**src/rtl/flash_mp_op_gate.sv**
```systemverilog
// Flash memory-protection operation gate: sequences one read/prog/erase op toward the phy,
// re-checking region permission per page. Optional macro FLASH_MP_ERR_CNT_EN builds a saturating error counter.
package flash_mp_pkg;
    typedef struct packed {
        logic q;
    } cfg_bit_t;

    typedef struct packed {
        cfg_bit_t en;
        cfg_bit_t rd_en;
        cfg_bit_t prog_en;
        cfg_bit_t erase_en;
        cfg_bit_t scramble_en;
        cfg_bit_t ecc_en;
    } mp_region_cfg_t;
endpackage

module flash_mp_op_gate
    import flash_mp_pkg::*;
#(
    parameter int AllPagesW     = 4,
    parameter int PageWordsW    = 8,
    parameter int CntW          = 12,
    parameter int TimeoutCycles = 1024,
    localparam int AddrW        = AllPagesW + PageWordsW
) (
    input  logic                 clk_i,
    input  logic                 rst_i,
    input  logic                 req_i,
    output logic                 ack_o,
    input  logic [1:0]           op_i,
    input  logic [AddrW-1:0]     addr_i,
    input  logic [CntW-1:0]      num_words_i,
    output logic                 mp_req_o,
    output logic [AllPagesW-1:0] mp_page_o,
    input  mp_region_cfg_t       sel_cfg_i,
    input  mp_region_cfg_t       default_cfg_i,
    output logic                 phy_req_o,
    output logic [1:0]           phy_op_o,
    output logic [AddrW-1:0]     phy_addr_o,
    output logic                 phy_scramble_en_o,
    output logic                 phy_ecc_en_o,
    input  logic                 phy_done_i,
    output logic                 busy_o,
    output logic                 done_o,
    output logic                 err_o,
    output logic                 err_timeout_o,
    output logic [AddrW-1:0]     err_addr_o,
    output logic [7:0]           err_cnt_o
);

    localparam int TimerW = (TimeoutCycles > 2) ? $clog2(TimeoutCycles) : 1;
    localparam logic [TimerW-1:0] TimerMax = TimerW'(TimeoutCycles - 1);

    localparam logic [2:0] StIdle  = 3'd0;
    localparam logic [2:0] StCheck = 3'd1;
    localparam logic [2:0] StIssue = 3'd2;
    localparam logic [2:0] StErr   = 3'd3;
    localparam logic [2:0] StDone  = 3'd4;

    logic [2:0]        state_q, state_d;
    logic [1:0]        op_q, op_d;
    logic [AddrW-1:0]  cur_addr_q, cur_addr_d;
    logic [CntW-1:0]   count_q, count_d;
    logic [CntW-1:0]   word_idx_q, word_idx_d;
    logic [TimerW-1:0] timer_q, timer_d;
    logic              scramble_q, scramble_d;
    logic              ecc_q, ecc_d;
    logic              timeout_q, timeout_d;
    logic [AddrW-1:0]  err_addr_q, err_addr_d;

    mp_region_cfg_t    eff_cfg;
    logic              allowed;
    logic [AddrW-1:0]  next_addr;
    logic [PageWordsW-1:0] next_word_in_page;
    logic              unused_default_en;

    assign unused_default_en = default_cfg_i.en.q;
    assign eff_cfg   = sel_cfg_i.en.q ? sel_cfg_i : default_cfg_i;
    assign next_addr = cur_addr_q + AddrW'(1);
    assign next_word_in_page = next_addr[PageWordsW-1:0];

    // Bank erase covers every region, so only the default permission applies.
    always_comb begin
        case (op_q)
            2'd0:    allowed = eff_cfg.rd_en.q;
            2'd1:    allowed = eff_cfg.prog_en.q;
            2'd2:    allowed = eff_cfg.erase_en.q;
            default: allowed = default_cfg_i.erase_en.q;
        endcase
    end

    always_comb begin
        state_d    = state_q;
        op_d       = op_q;
        cur_addr_d = cur_addr_q;
        count_d    = count_q;
        word_idx_d = word_idx_q;
        timer_d    = timer_q;
        scramble_d = scramble_q;
        ecc_d      = ecc_q;
        timeout_d  = timeout_q;
        err_addr_d = err_addr_q;

        case (state_q)
            StIdle: begin
                if (req_i) begin
                    op_d       = op_i;
                    cur_addr_d = addr_i;
                    count_d    = num_words_i;
                    word_idx_d = '0;
                    timer_d    = '0;
                    state_d    = StCheck;
                end
            end
            StCheck: begin
                if (allowed) begin
                    scramble_d = eff_cfg.scramble_en.q;
                    ecc_d      = eff_cfg.ecc_en.q;
                    timer_d    = '0;
                    state_d    = StIssue;
                end else begin
                    timeout_d  = 1'b0;
                    err_addr_d = cur_addr_q;
                    state_d    = StErr;
                end
            end
            StIssue: begin
                // A completion in the same cycle as the timer limit wins over the timeout.
                if (phy_done_i) begin
                    if (op_q[1] || (word_idx_q == count_q)) begin
                        state_d = StDone;
                    end else begin
                        cur_addr_d = next_addr;
                        word_idx_d = word_idx_q + CntW'(1);
                        timer_d    = '0;
                        if (next_word_in_page == '0) begin
                            state_d = StCheck;
                        end
                    end
                end else if (timer_q == TimerMax) begin
                    timeout_d  = 1'b1;
                    err_addr_d = cur_addr_q;
                    state_d    = StErr;
                end else begin
                    timer_d = timer_q + TimerW'(1);
                end
            end
            StErr:   state_d = StIdle;
            StDone:  state_d = StIdle;
            default: state_d = StIdle;
        endcase
    end

    always_ff @(posedge clk_i or posedge rst_i) begin
        if (rst_i) begin
            state_q    <= StIdle;
            op_q       <= '0;
            cur_addr_q <= '0;
            count_q    <= '0;
            word_idx_q <= '0;
            timer_q    <= '0;
            scramble_q <= 1'b0;
            ecc_q      <= 1'b0;
            timeout_q  <= 1'b0;
            err_addr_q <= '0;
        end else begin
            state_q    <= state_d;
            op_q       <= op_d;
            cur_addr_q <= cur_addr_d;
            count_q    <= count_d;
            word_idx_q <= word_idx_d;
            timer_q    <= timer_d;
            scramble_q <= scramble_d;
            ecc_q      <= ecc_d;
            timeout_q  <= timeout_d;
            err_addr_q <= err_addr_d;
        end
    end

    assign ack_o             = (state_q == StIdle) && req_i;
    assign busy_o            = (state_q != StIdle);
    assign mp_req_o          = (state_q == StCheck);
    assign mp_page_o         = cur_addr_q[AddrW-1:PageWordsW];
    assign phy_req_o         = (state_q == StIssue);
    assign phy_op_o          = op_q;
    assign phy_addr_o        = cur_addr_q;
    assign phy_scramble_en_o = scramble_q;
    assign phy_ecc_en_o      = ecc_q;
    assign done_o            = (state_q == StDone);
    assign err_o             = (state_q == StErr);
    assign err_timeout_o     = (state_q == StErr) && timeout_q;
    assign err_addr_o        = err_addr_q;

`ifdef FLASH_MP_ERR_CNT_EN
    logic [7:0] err_cnt_q, err_cnt_d;

    always_comb begin
        err_cnt_d = err_cnt_q;
        if (err_o && (err_cnt_q != 8'hFF)) begin
            err_cnt_d = err_cnt_q + 8'd1;
        end
    end

    always_ff @(posedge clk_i or posedge rst_i) begin
        if (rst_i) begin
            err_cnt_q <= '0;
        end else begin
            err_cnt_q <= err_cnt_d;
        end
    end

    assign err_cnt_o = err_cnt_q;
`else
    assign err_cnt_o = '0;
`endif

endmodule

```
**config.mk**
```make
export PLATFORM = sky130hd
export DESIGN_NAME = flash_mp_op_gate
export DESIGN_NICKNAME = d
export VERILOG_FILES = /design/src/rtl/flash_mp_op_gate.sv
export SDC_FILE = /design/constraint.sdc
export NUM_CORES = 1
export LEC_CHECK = 0
export ABC_AREA = 1
export BUFFER_PORTS_ARGS = -buffer_cell sky130_fd_sc_hd__buf_4
export CORE_UTILIZATION = 50
export CTS_CLUSTER_SIZE = 20
export DETAILED_ROUTE_END_ITERATION = 6
export PLACE_DENSITY = 0.75
export SETUP_SLACK_MARGIN = 0.4
export SYNTH_ARGS = -nofsm -noshare
export SYNTH_HDL_FRONTEND = slang
export SYNTH_SLANG_ARGS = --single-unit
```
**constraint.sdc**
```tcl
create_clock -name clk_i -period 2.7 [get_ports clk_i]
set_clock_uncertainty 0.1 [all_clocks]
set_input_delay 0.54 -clock clk_i [delete_from_list [all_inputs] [get_ports clk_i]]
set_output_delay 0.54 -clock clk_i [all_outputs]
set_load 0.02 [all_outputs]
```
==> impl_metrics.prom <==
# TYPE chip_impl_metric gauge
chip_impl_info{name="outcome",value="complete, no violations"} 1
chip_impl_metric{name="arrival",unit="ps"} 1550
chip_impl_metric{name="antenna_found_initial",unit=""} 0
chip_impl_metric{name="irDropWorstVdd",unit="mV"} 0.591
chip_impl_metric{name="clk_latency",unit="ps"} 350
chip_impl_metric{name="cts.path.max_buffers",unit=""} 2
chip_impl_metric{name="post_cts_hold_fix_bufs",unit=""} 0
chip_impl_metric{name="register_area",unit="mm2"} 0.00165
chip_impl_info{name="tritoncts",value="built"} 1
chip_impl_metric{name="number_of_antenna_diodes",unit=""} 0
chip_impl_metric{name="hpwlAfterDp",unit="um"} 6510
chip_impl_metric{name="route.detailed.vias_per_inst",unit=""} 5.07
chip_impl_metric{name="drc_errors",unit=""} 0
chip_impl_metric{name="grt_overflow_total",unit=""} 0
chip_impl_metric{name="crit_fanout",unit=""} 13
chip_impl_metric{name="placeableCoreArea",unit="mm2"} 0.00745
chip_impl_metric{name="setup_tns",unit="ps"} 0
chip_impl_info{name="ys_top_cells_by_area",value="dfrtp_1, nand2_1, nand3_1, inv_1, o21ai_0"} 1
chip_impl_metric{name="wl_met2",unit="um"} 4240
chip_impl_metric{name="syn-instance-count",unit=""} 546
chip_impl_info{name="synthFlopType",value="dfrtp_1"} 1
chip_impl_metric{name="synth_cell_types",unit=""} 35
chip_impl_metric{name="cts_inserted_buffers",unit=""} 9
chip_impl_metric{name="worst_setup_hold_path_clk_slew",unit="ps"} 70
chip_impl_metric{name="detail-route-antenna-nets",unit=""} 0
chip_impl_metric{name="first_pass_grt_wire_length",unit="um"} 15300
chip_impl_metric{name="layout_worst_path_cycle_share",unit="%"} 81.0
chip_impl_info{name="clock_tree.root_cell",value="clkbuf_8"} 1
chip_impl_metric{name="die_span_y",unit="um"} 90.7
chip_impl_metric{name="post_synth_instance_area",unit="mm2"} 0.00394
chip_impl_info{name="synth.largest_area_cell",value="dfrtp_1"} 1
chip_impl_metric{name="cts_htree_levels",unit=""} 3
chip_impl_info{name="rsz0062_at_grt",value="false"} 1
chip_impl_metric{name="synth_seq_cells",unit=""} 66
chip_impl_metric{name="nFillCells",unit=""} 667
chip_impl_metric{name="fp.dieW",unit="um"} 90.7
chip_impl_metric{name="synth-warning-count",unit=""} 0
chip_impl_metric{name="hold-worst-slack",unit="ps"} 152
chip_impl_metric{name="floorplan.initialDensity",unit="%"} 52.8
chip_impl_metric{name="p_leak",unit="nW"} 2.57
chip_impl_metric{name="fin_util",unit="%"} 64.8
chip_impl_metric{name="fmax",unit="MHz"} 457
chip_impl_metric{name="post_synthesis_sequential_area_ratio",unit="%"} 42.0
chip_impl_metric{name="hold_violations",unit=""} 0
chip_impl_metric{name="maxSlewViolCount",unit=""} 0
chip_impl_metric{name="cts_sinks",unit=""} 66
chip_impl_metric{name="worstPathRequired",unit="ps"} 2060
chip_impl_metric{name="synth_edf_count",unit=""} 0
chip_impl_metric{name="setup_violations",unit=""} 0
chip_impl_metric{name="multi_input_area",unit="mm2"} 0.00193
chip_impl_metric{name="firstDrtPassIters",unit=""} 4
chip_impl_info{name="endpoint_kind",value="output pin"} 1
chip_impl_metric{name="placedCellCount",unit=""} 707
chip_impl_metric{name="postSynthAreaPerCell",unit="um2"} 7.21
chip_impl_metric{name="number_of_global_route_vias_before_repair",unit=""} 3416
chip_impl_info{name="setup.worst_path.start_class",value="flip-flop"} 1
chip_impl_metric{name="dieArea",unit="mm2"} 0.00823
chip_impl_metric{name="site_row_count",unit=""} 31
chip_impl_metric{name="pin_count",unit=""} 89
chip_impl_metric{name="powerDensity",unit="mW/mm2"} 1090
chip_impl_metric{name="report.power.total",unit="mW"} 5.25
chip_impl_metric{name="met3WireLength",unit="um"} 431
chip_impl_metric{name="io_buffers",unit=""} 79
chip_impl_metric{name="grt_start_max_net_pins",unit=""} 67
chip_impl_metric{name="cap_viol_max_count",unit=""} 0
chip_impl_metric{name="syn_to_final_growth",unit="%"} 22.6
chip_impl_metric{name="drt-total-wl",unit="um"} 9100
chip_impl_info{name="timing.setup.critical_path_class",value="reg -> out"} 1
chip_impl_metric{name="synth_async_sr_flop_share",unit="%"} 100
chip_impl_metric{name="synth.top_cell.area_share",unit="%"} 42.0
chip_impl_metric{name="detail_route.iter0.violations",unit=""} 181
chip_impl_metric{name="final_instance_count_without_filler_cells",unit=""} 723
chip_impl_metric{name="globalRouteTotalUtil",unit="%"} 23.0
chip_impl_info{name="dr.max_layer_used",value="met4"} 1
chip_impl_info{name="min-delay-path-class",value="in -> async"} 1
chip_impl_metric{name="met1Wirelength",unit="um"} 4250
chip_impl_metric{name="design.final.nets",unit=""} 665
chip_impl_metric{name="final_period_demand_of_the_worst_path",unit="ps"} 2190
chip_impl_metric{name="routed-via-count",unit=""} 3668
chip_impl_metric{name="gpl.final_weighted_congestion",unit=""} 0.874
chip_impl_metric{name="avgRoutedWirePerCell",unit="um"} 12.6
chip_impl_metric{name="share_of_layout_cells_above_drive_strength_1",unit="%"} 20.4
repair_timing:
item | CTS | global route
setup buffers | 0 | 0
resized for setup | 1 | 1
endpoints found under the setup margin | 1 | 2
kinds of logic (layout without fill, tap and decap cells):
group | count (synthesis) | after routing | share of synthesized area, %
other | 1 | 8 | 0.0953
adder cells (fa/ha/maj) | 4 | 4 | 1.27
multiplexers | 2 | 2 | 0.509
buffers and inverters | 84 | 155 | 9.95
AO/OA/AOI/OAI | 43 | 43 | 6.58
XOR/XNOR | 10 | 10 | 2.23
AND/OR/NAND/NOR | 336 | 336 | 37.4
flip-flops | 66 | 66 | 42.0
per-stage QoR:
step	area (um2)	setup slack, ps
floorplan	3960	405
global placement	4540	604
detailed placement	4540	556
CTS	4820	496
global route	4820	432
finish	4820	514
area by class of cell:
type	instances	share of cell area, %
clock inverter	6	2.85
timing repair buffer	83	13.2
sequential	66	34.2
clock buffer	10	2.85
multi-input combinational	403	40.0
tap	99	2.57
inverter	56	4.36
sequential cells by signal (all words and copies together) (netlist names):
| signal | flops |
|---|---|
| count_q | 12 |
| err_addr_o | 12 |
| phy_addr_o | 12 |
| word_idx_q | 12 |
| timer_q | 10 |
| state_q | 3 |
| phy_op_o | 2 |
| phy_ecc_en_o | 1 |
| phy_scramble_en_o | 1 |
| timeout_q | 1 |
where the power goes:
group | internal [mW] | total, mW | switching, mW
clock | 0.735 | 1.13 | 0.399
combinational | 0.883 | 2.48 | 1.60
sequential | 1.31 | 1.63 | 0.314
total | 2.93 | 5.25 | 2.32
worst paths after layout:
kind	start	endpoint	slack [ps]	depth (start not counted)
worst max-delay path	state_q[2]	ack_o	510	4
worst min-delay path	rst_i	phy_op_o[0]	150	3
worst max register to register	timer_q[0]	err_addr_o[7]	620	9
worst min register to register	err_addr_o[11]	err_addr_o[11]	380	2
max in group asynchronous	rst_i	timer_q[7]	2040	3
min in group clk_i	num_words_i[6]	count_q[6]	290	3
critical path, stage by stage, from the launching register on:
cell	delay, ps
dfrtp_1	440
nor2_1	180
nand2_2	120
nor2_4	250
buf_4	200
routing by layer:
metal	global-route usage, %	up-vias
li1	-	1850
met1	29.5	1701
met4	10.2	0
met5	0	-
met2	38.1	102
met3	3.79	15
placed cells by master, fill, tap and decap left out, types with 6 or more instances in the layout:
master / netlist / layout
o21ai_0: 26 / 26
o21ai_2: 9 / 9
clkbuf_8: 0 / 10
xnor2_1: 6 / 6
nor3_1: 11 / 11
nand2_1: 204 / 204
conb_1: 1 / 8
nand3_1: 60 / 60
nand4_1: 9 / 9
buf_4: 14 / 82
nor2_1: 32 / 32
dfrtp_1: 66 / 66
inv_1: 53 / 52
Yosys cell counts, types with 3 or more instances:
master and count:
nand3_1 60, ha_1 4, inv_2 3, o21ai_0 26, xnor2_1 6, o21ai_2 9, nor2_1 32, buf_2 6
inv_1 53, nand4_1 9, clkbuf_1 5, xor2_1 4, buf_4 14, nand2_1 204, nor3_1 11, a21oi_1 4
nand2_2 5, nand3b_1 3, dfrtp_1 66, o21a_1 3
Note: power is estimated with default switching activity, not from simulation.
